`src/rtl/barrier_sequencer.sv`:
```
// Barrier lane sequencer: spawns one barrier at a time on frame ticks, judges hit/dodge, tracks score/lives.
// Optional: define BARRIER_SEQ_INVINCIBLE_EN to keep collision pulses but never lose lives.
module barrier_sequencer #(
  parameter int          SPAWN_GAP     = 30,
  parameter int          TRAVEL_FRAMES = 40,
  parameter logic [15:0] LFSR_SEED     = 16'hACE1
) (
  input  logic        i_clk,
  input  logic        i_rst,
  input  logic        i_v_sync,
  input  logic        i_game_en,
  input  logic [1:0]  i_player_lane,
  input  logic [2:0]  i_in_position,
  output logic [2:0]  o_active,
  output logic [1:0]  o_lane,
  output logic        o_collision,
  output logic        o_dodge,
  output logic [15:0] o_score,
  output logic [1:0]  o_lives,
  output logic        o_game_over
);

  localparam int CNT_MAX = (SPAWN_GAP > TRAVEL_FRAMES) ? SPAWN_GAP : TRAVEL_FRAMES;
  localparam int CW      = $clog2(CNT_MAX + 1);
  localparam logic [CW-1:0] GAP_LAST = CW'(SPAWN_GAP - 1);
  localparam logic [CW-1:0] RUN_LAST = CW'(TRAVEL_FRAMES - 1);

  typedef enum logic [2:0] {IDLE, GAP, RUN, RETIRE, OVER} state_t;

  state_t        state_reg, state_next;
  logic          vs_q;
  logic [2:0]    ip_q;
  logic [15:0]   lfsr_reg, lfsr_next;
  logic [CW-1:0] cnt_reg, cnt_next;
  logic          judged_reg, judged_next;
  logic [2:0]    active_reg, active_next;
  logic [1:0]    lane_reg, lane_next;
  logic          coll_reg, coll_next;
  logic          dodge_reg, dodge_next;
  logic [15:0]   score_reg, score_next;
  logic [1:0]    lives_reg, lives_next;
  logic          over_reg, over_next;

  logic          tick;
  logic [2:0]    rise;
  logic          judge_edge;
  logic [15:0]   lfsr_step;
  logic [1:0]    spawn_lane;

  assign tick = i_v_sync & ~vs_q;

  genvar gi;
  generate
    for (gi = 0; gi < 3; gi++) begin : g_rise
      assign rise[gi] = i_in_position[gi] & ~ip_q[gi];
    end
  endgenerate

  // Only the lane currently carrying a barrier can be judged, once per barrier.
  assign judge_edge = rise[lane_reg] & ~judged_reg;
  assign lfsr_step  = (lfsr_reg >> 1) ^ (lfsr_reg[0] ? 16'hB400 : 16'h0000);
  assign spawn_lane = (lfsr_step[1:0] == 2'd3) ? 2'd1 : lfsr_step[1:0];

  always_comb begin
    state_next  = state_reg;
    lfsr_next   = lfsr_reg;
    cnt_next    = cnt_reg;
    judged_next = judged_reg;
    active_next = active_reg;
    lane_next   = lane_reg;
    coll_next   = 1'b0;
    dodge_next  = 1'b0;
    score_next  = score_reg;
    lives_next  = lives_reg;
    over_next   = over_reg;

    if (!i_game_en) begin
      state_next  = IDLE;
      active_next = 3'b000;
    end else begin
      case (state_reg)
        IDLE: begin
          active_next = 3'b000;
          score_next  = 16'd0;
          lives_next  = 2'd3;
          over_next   = 1'b0;
          cnt_next    = '0;
          state_next  = GAP;
        end
        GAP: begin
          active_next = 3'b000;
          if (tick) begin
            if (cnt_reg == GAP_LAST) begin
              lfsr_next   = lfsr_step;
              lane_next   = spawn_lane;
              active_next = 3'b001 << spawn_lane;
              cnt_next    = '0;
              judged_next = 1'b0;
              state_next  = RUN;
            end else begin
              cnt_next = cnt_reg + 1'b1;
            end
          end
        end
        RUN: begin
          if (tick) begin
            if (cnt_reg == RUN_LAST) begin
              active_next = 3'b000;
              cnt_next    = '0;
              state_next  = RETIRE;
            end else begin
              cnt_next = cnt_reg + 1'b1;
            end
          end
          // Judgement overrides the tick's target state when the last life is lost.
          if (judge_edge) begin
            judged_next = 1'b1;
            if (i_player_lane == lane_reg) begin
              coll_next = 1'b1;
`ifndef BARRIER_SEQ_INVINCIBLE_EN
              lives_next = lives_reg - 2'd1;
              if (lives_reg == 2'd1) begin
                state_next  = OVER;
                active_next = 3'b000;
                over_next   = 1'b1;
              end
`endif
            end else begin
              dodge_next = 1'b1;
              if (score_reg != 16'hFFFF) score_next = score_reg + 16'd1;
            end
          end
        end
        RETIRE: begin
          active_next = 3'b000;
          if (tick) begin
            cnt_next   = '0;
            state_next = GAP;
          end
        end
        OVER: begin
          active_next = 3'b000;
          over_next   = 1'b1;
        end
        default: begin
          active_next = 3'b000;
          state_next  = IDLE;
        end
      endcase
    end
  end

  always_ff @(posedge i_clk) begin
    if (i_rst) begin
      state_reg  <= IDLE;
      vs_q       <= 1'b0;
      ip_q       <= 3'b000;
      lfsr_reg   <= LFSR_SEED;
      cnt_reg    <= '0;
      judged_reg <= 1'b0;
      active_reg <= 3'b000;
      lane_reg   <= 2'd0;
      coll_reg   <= 1'b0;
      dodge_reg  <= 1'b0;
      score_reg  <= 16'd0;
      lives_reg  <= 2'd3;
      over_reg   <= 1'b0;
    end else begin
      state_reg  <= state_next;
      vs_q       <= i_v_sync;
      ip_q       <= i_in_position;
      lfsr_reg   <= lfsr_next;
      cnt_reg    <= cnt_next;
      judged_reg <= judged_next;
      active_reg <= active_next;
      lane_reg   <= lane_next;
      coll_reg   <= coll_next;
      dodge_reg  <= dodge_next;
      score_reg  <= score_next;
      lives_reg  <= lives_next;
      over_reg   <= over_next;
    end
  end

  assign o_active    = active_reg;
  assign o_lane      = lane_reg;
  assign o_collision = coll_reg;
  assign o_dodge     = dodge_reg;
  assign o_score     = score_reg;
  assign o_lives     = lives_reg;
  assign o_game_over = over_reg;

endmodule

```
`config.mk`:
```
export PLATFORM = sky130hd
export DESIGN_NAME = barrier_sequencer
export DESIGN_NICKNAME = d
export VERILOG_FILES = /design/src/rtl/barrier_sequencer.sv
export SDC_FILE = /design/constraint.sdc
export NUM_CORES = 1
export LEC_CHECK = 0
export ABC_AREA = 1
export BUFFER_PORTS_ARGS = -buffer_cell sky130_fd_sc_hd__buf_2
export CAP_MARGIN = 20
export CORE_ASPECT_RATIO = 1.75
export CORE_MARGIN = 5
export CORE_UTILIZATION = 47
export DETAILED_ROUTE_END_ITERATION = 7
export PLACE_DENSITY = 0.63
export SYNTH_ARGS = -nofsm -noshare
export SYNTH_HDL_FRONTEND = slang
export SYNTH_SLANG_ARGS = --single-unit
```
`constraint.sdc`:
```
create_clock -name i_clk -period 2.4 [get_ports i_clk]
set_input_delay 0.24 -clock i_clk [delete_from_list [all_inputs] [get_ports i_clk]]
set_output_delay 0.24 -clock i_clk [all_outputs]
set_load 0.01 [all_outputs]
```
==> impl_metrics.csv <==
group,metric,value,unit
clock_network,cts_buffer_depth,2,
drt,ant_nets,0,
synthesis,synth_nets,421,
synthesis,avgSynthCellArea,7.06,um2
hold_path,worstHoldEndpoint,"ip_q[2]",
floorplanning,die_h,114,um
floorplanning,die_w,69.2,um
sta,setup_violations,0,
sta,clock.fmax,538,MHz
placement,hpwl,5.10,mm
drt,vias,2655,
grt,grt_pass1_vias,2608,
clock_network,ctsHtreeMaxLevel,2,
sta,maxSlewViolCount,0,
critical_path,r2r-start,"o_score[1]",
sta,worst_slew_pin_slew,0.642,ns
critical_path,r2r_end,"o_score[13]",
finish,antennaDiodeCount,0,
synthesis,ys_types,37,
power,ir_drop,296,uV
drt,drc,0,
drt,first_iter_violations,93,
finish,area_delta_synth_final,11.8,%
synthesis,synth-seq-area-share,38.9,%
power,power_density,525,mW/mm2
sta,max_slew_margin,57.2,%
critical_path,slowest_delay,0.43,ns
sta,whs,0.138,ns
critical_path,worstPathArrival,2.11,ns
clock_network,path_clk_slew,0.10,ns
sta,rsz0062_at_grt,"no",
floorplanning,rows,37,
power,p_sw,0.400,mW
power,clkPwrFrac,36.1,%
outcome,status,"complete, no violations",
clock_network,clkSinkCount,56,
grt,antenna_found_initial,0,
synthesis,synth-seq-cells,56,
floorplanning,die-area,0.00786,mm2
drt,post_drt_wl_per_cell,13.0,um
synthesis,async_flop_share,0,%
sta,fin_crit,1.86,ns
critical_path,r2r_cells,9,
drt,drt_wl_total,6.75,mm
sta,fin_crit_sh,77.4,%
floorplanning,core,0.00593,mm2
placement,routabilityCongestion,0.866,
critical_path,crit_path_start_kind,"register",
grt,grt_pass1_wl,11.4,mm
synthesis,synth_ff_type,"dfxtp_1",
sta,skew,0.00613,ns
synthesis,syn_inst,408,
power,pwr-share-seq,56.1,%
sta,setup_tns,0,ns
clock_network,ctsResizeCount,0,
synthesis,synth_edf_count,0,
critical_path,crit_top_cell,"nand2_1",
floorplanning,start_util,48.6,%
critical_path,critPathMaxFanout,16,
clock_network,cts_root_buf,"clkbuf_8",
power,power.internal,1.29,mW
synthesis,netlist_area,0.00288,mm2
clock_network,cts_made_buffers,5,
finish,final_layout_size_suffix_gt1_share,18.1,%
sta,hold_viol_final,0,
critical_path,critPathKind,"register to register",
grt,grt_max_degree,26,
critical_path,cp_cell_sequence,"ha_1, nand2_1, nor2_2, nand2_1, nor2_1, o21ai_1, nand3_2, nand2_1, a21oi_2",
critical_path,path_delay_family,"simple AND/OR/NAND/NOR gates",
critical_path,critPathBufInv,0,
critical_path,end_kind,"register",
grt,grt_overflow,0,
clock_network,clkLatencyLatePin,0.31,ns
drt,firstDrtPassIters,4,
placement,io_buffer_count,34,
power,comb_power_share,7.8,%
clock_network,hold_buffers,0,
run,maxCapViolCount,0,
critical_path,r2r_slack,0.54,ns
hold_path,hold_start,"i_in_position[2]",
floorplanning,io_pins,35,
clock_network,cts_tree,"done",
drt,via_per_inst,5.11,
hold_path,holdPathStages,3,
clock_network,postCtsSetupBuffers,0,
grt,grt_usage,17.6,%
hold_path,min_path_type,"primary input to register",
power,leakage,1.32,nW
power,p_sw_share,23.7,%
finish,nets,454,
critical_path,cp.required,2.65,ns
synthesis,yosys_warnings,0,
critical_path,worst_path_max_delay_cell,"dfxtp_1",
worst max path at each step:
stage	endpoint	from	slack, ns	cells past startpoint
finish	o_score[13]	o_score[1]	0.54	9
global route	o_score[5]	o_score[1]	0.28	9
CTS	o_score[13]	o_score[1]	0.54	9
detailed placement	o_score[11]	o_score[0]	0.56	9
global placement	o_score[1]	o_score[1]	0.60	12
floorplan	o_score[5]	o_score[0]	0.70	11
cell type report:
class                      instances  area, um2
clock inverter                     2       35.0
clock buffer                       6       72.6
inverter                          46        175
sequential                        56       1120
multi-input combinational        294       1520
tap                               78       97.6
timing repair buffer              38        200
fill                             631       2710
tightest hold or removal path: cells and delay by family:
| kind | cells | cell delay (ns) |
|---|---|---|
| buf+inv | 2 | 0.14 |
| simple gates | 1 | 0.03 |
synth_stat cells (2+ instances only):
master / n / area [um2]
nand2_1: 91 / 342
nor2_2: 5 / 31.3
xnor2_1: 6 / 52.6
a21oi_1: 26 / 130
nor2_1: 57 / 214
inv_2: 2 / 7.51
o211ai_1: 6 / 45.0
nand4_1: 8 / 50.1
nor3_1: 3 / 15.0
o21ai_0: 17 / 85.1
nand2_2: 11 / 68.8
xor2_1: 11 / 96.3
nor3b_1: 2 / 15.0
inv_1: 43 / 161
dfxtp_1: 56 / 1120
a21oi_2: 11 / 96.3
ha_1: 4 / 50.1
clkbuf_1: 8 / 30.0
nand3_1: 23 / 115
cell usage in the layout, fill, tap and decap left out, types with 2 or more instances in the layout:
| cell type | instances |
|---|---|
| nand2_1 | 91 |
| nor2_1 | 57 |
| dfxtp_1 | 56 |
| inv_1 | 43 |
| buf_2 | 34 |
| a21oi_1 | 26 |
| nand3_1 | 23 |
| o21ai_0 | 17 |
| nand2_2 | 11 |
| xor2_1 | 11 |
| a21oi_2 | 11 |
| nand4_1 | 8 |
| xnor2_1 | 6 |
| o211ai_1 | 6 |
| nor2_2 | 5 |
| clkbuf_8 | 5 |
| ha_1 | 4 |
| buf_4 | 4 |
| nor3_1 | 3 |
| inv_2 | 2 |
| nor3b_1 | 2 |
metal layers:
metal | vias up | track usage, % | share of wire [%]
met2 | 52 | 34.9 | 56
met4 | 0 | 8.08 | 2.8
met3 | 18 | 2.29 | 2.8
met5 | - | 0 | 0
li1 | 1368 | - | -
met1 | 1217 | 17.8 | 39
through the flow:
stage                     cell area [um2]  setup slack (ns)  instances  utilization (%)  power [mW]
final                                3220             0.543        520             54.3        1.69
after floorplan                      2880             0.704        408                -        1.07
after detailed placement             3110             0.565        512             52.5        1.11
after CTS                            3220             0.538        520             54.3        1.72
after global routing                 3220             0.281        520             54.3        1.77
after global placement               3110             0.601        512             52.5        1.10
cell families after synthesis:
logic type	synth area share [%]
XOR/XNOR	5.17
buffers and inverters	8.38
AO/OA/AOI/OAI	13.9
adder cells (fa/ha/maj)	1.74
flip-flops	38.9
AND/OR/NAND/NOR	32.0
power by group through the flow:
stage	Combinational, mW	Sequential, mW	Clock (mW)
2_1_floorplan	0.0957	0.972	0
3_3_place_gp	0.133	0.971	0
3_5_place_dp	0.134	0.972	0
4_1_cts	0.134	0.950	0.631
5_1_grt	0.148	0.952	0.668
6_report	0.132	0.950	0.610
(Power assumes the default switching activity.)
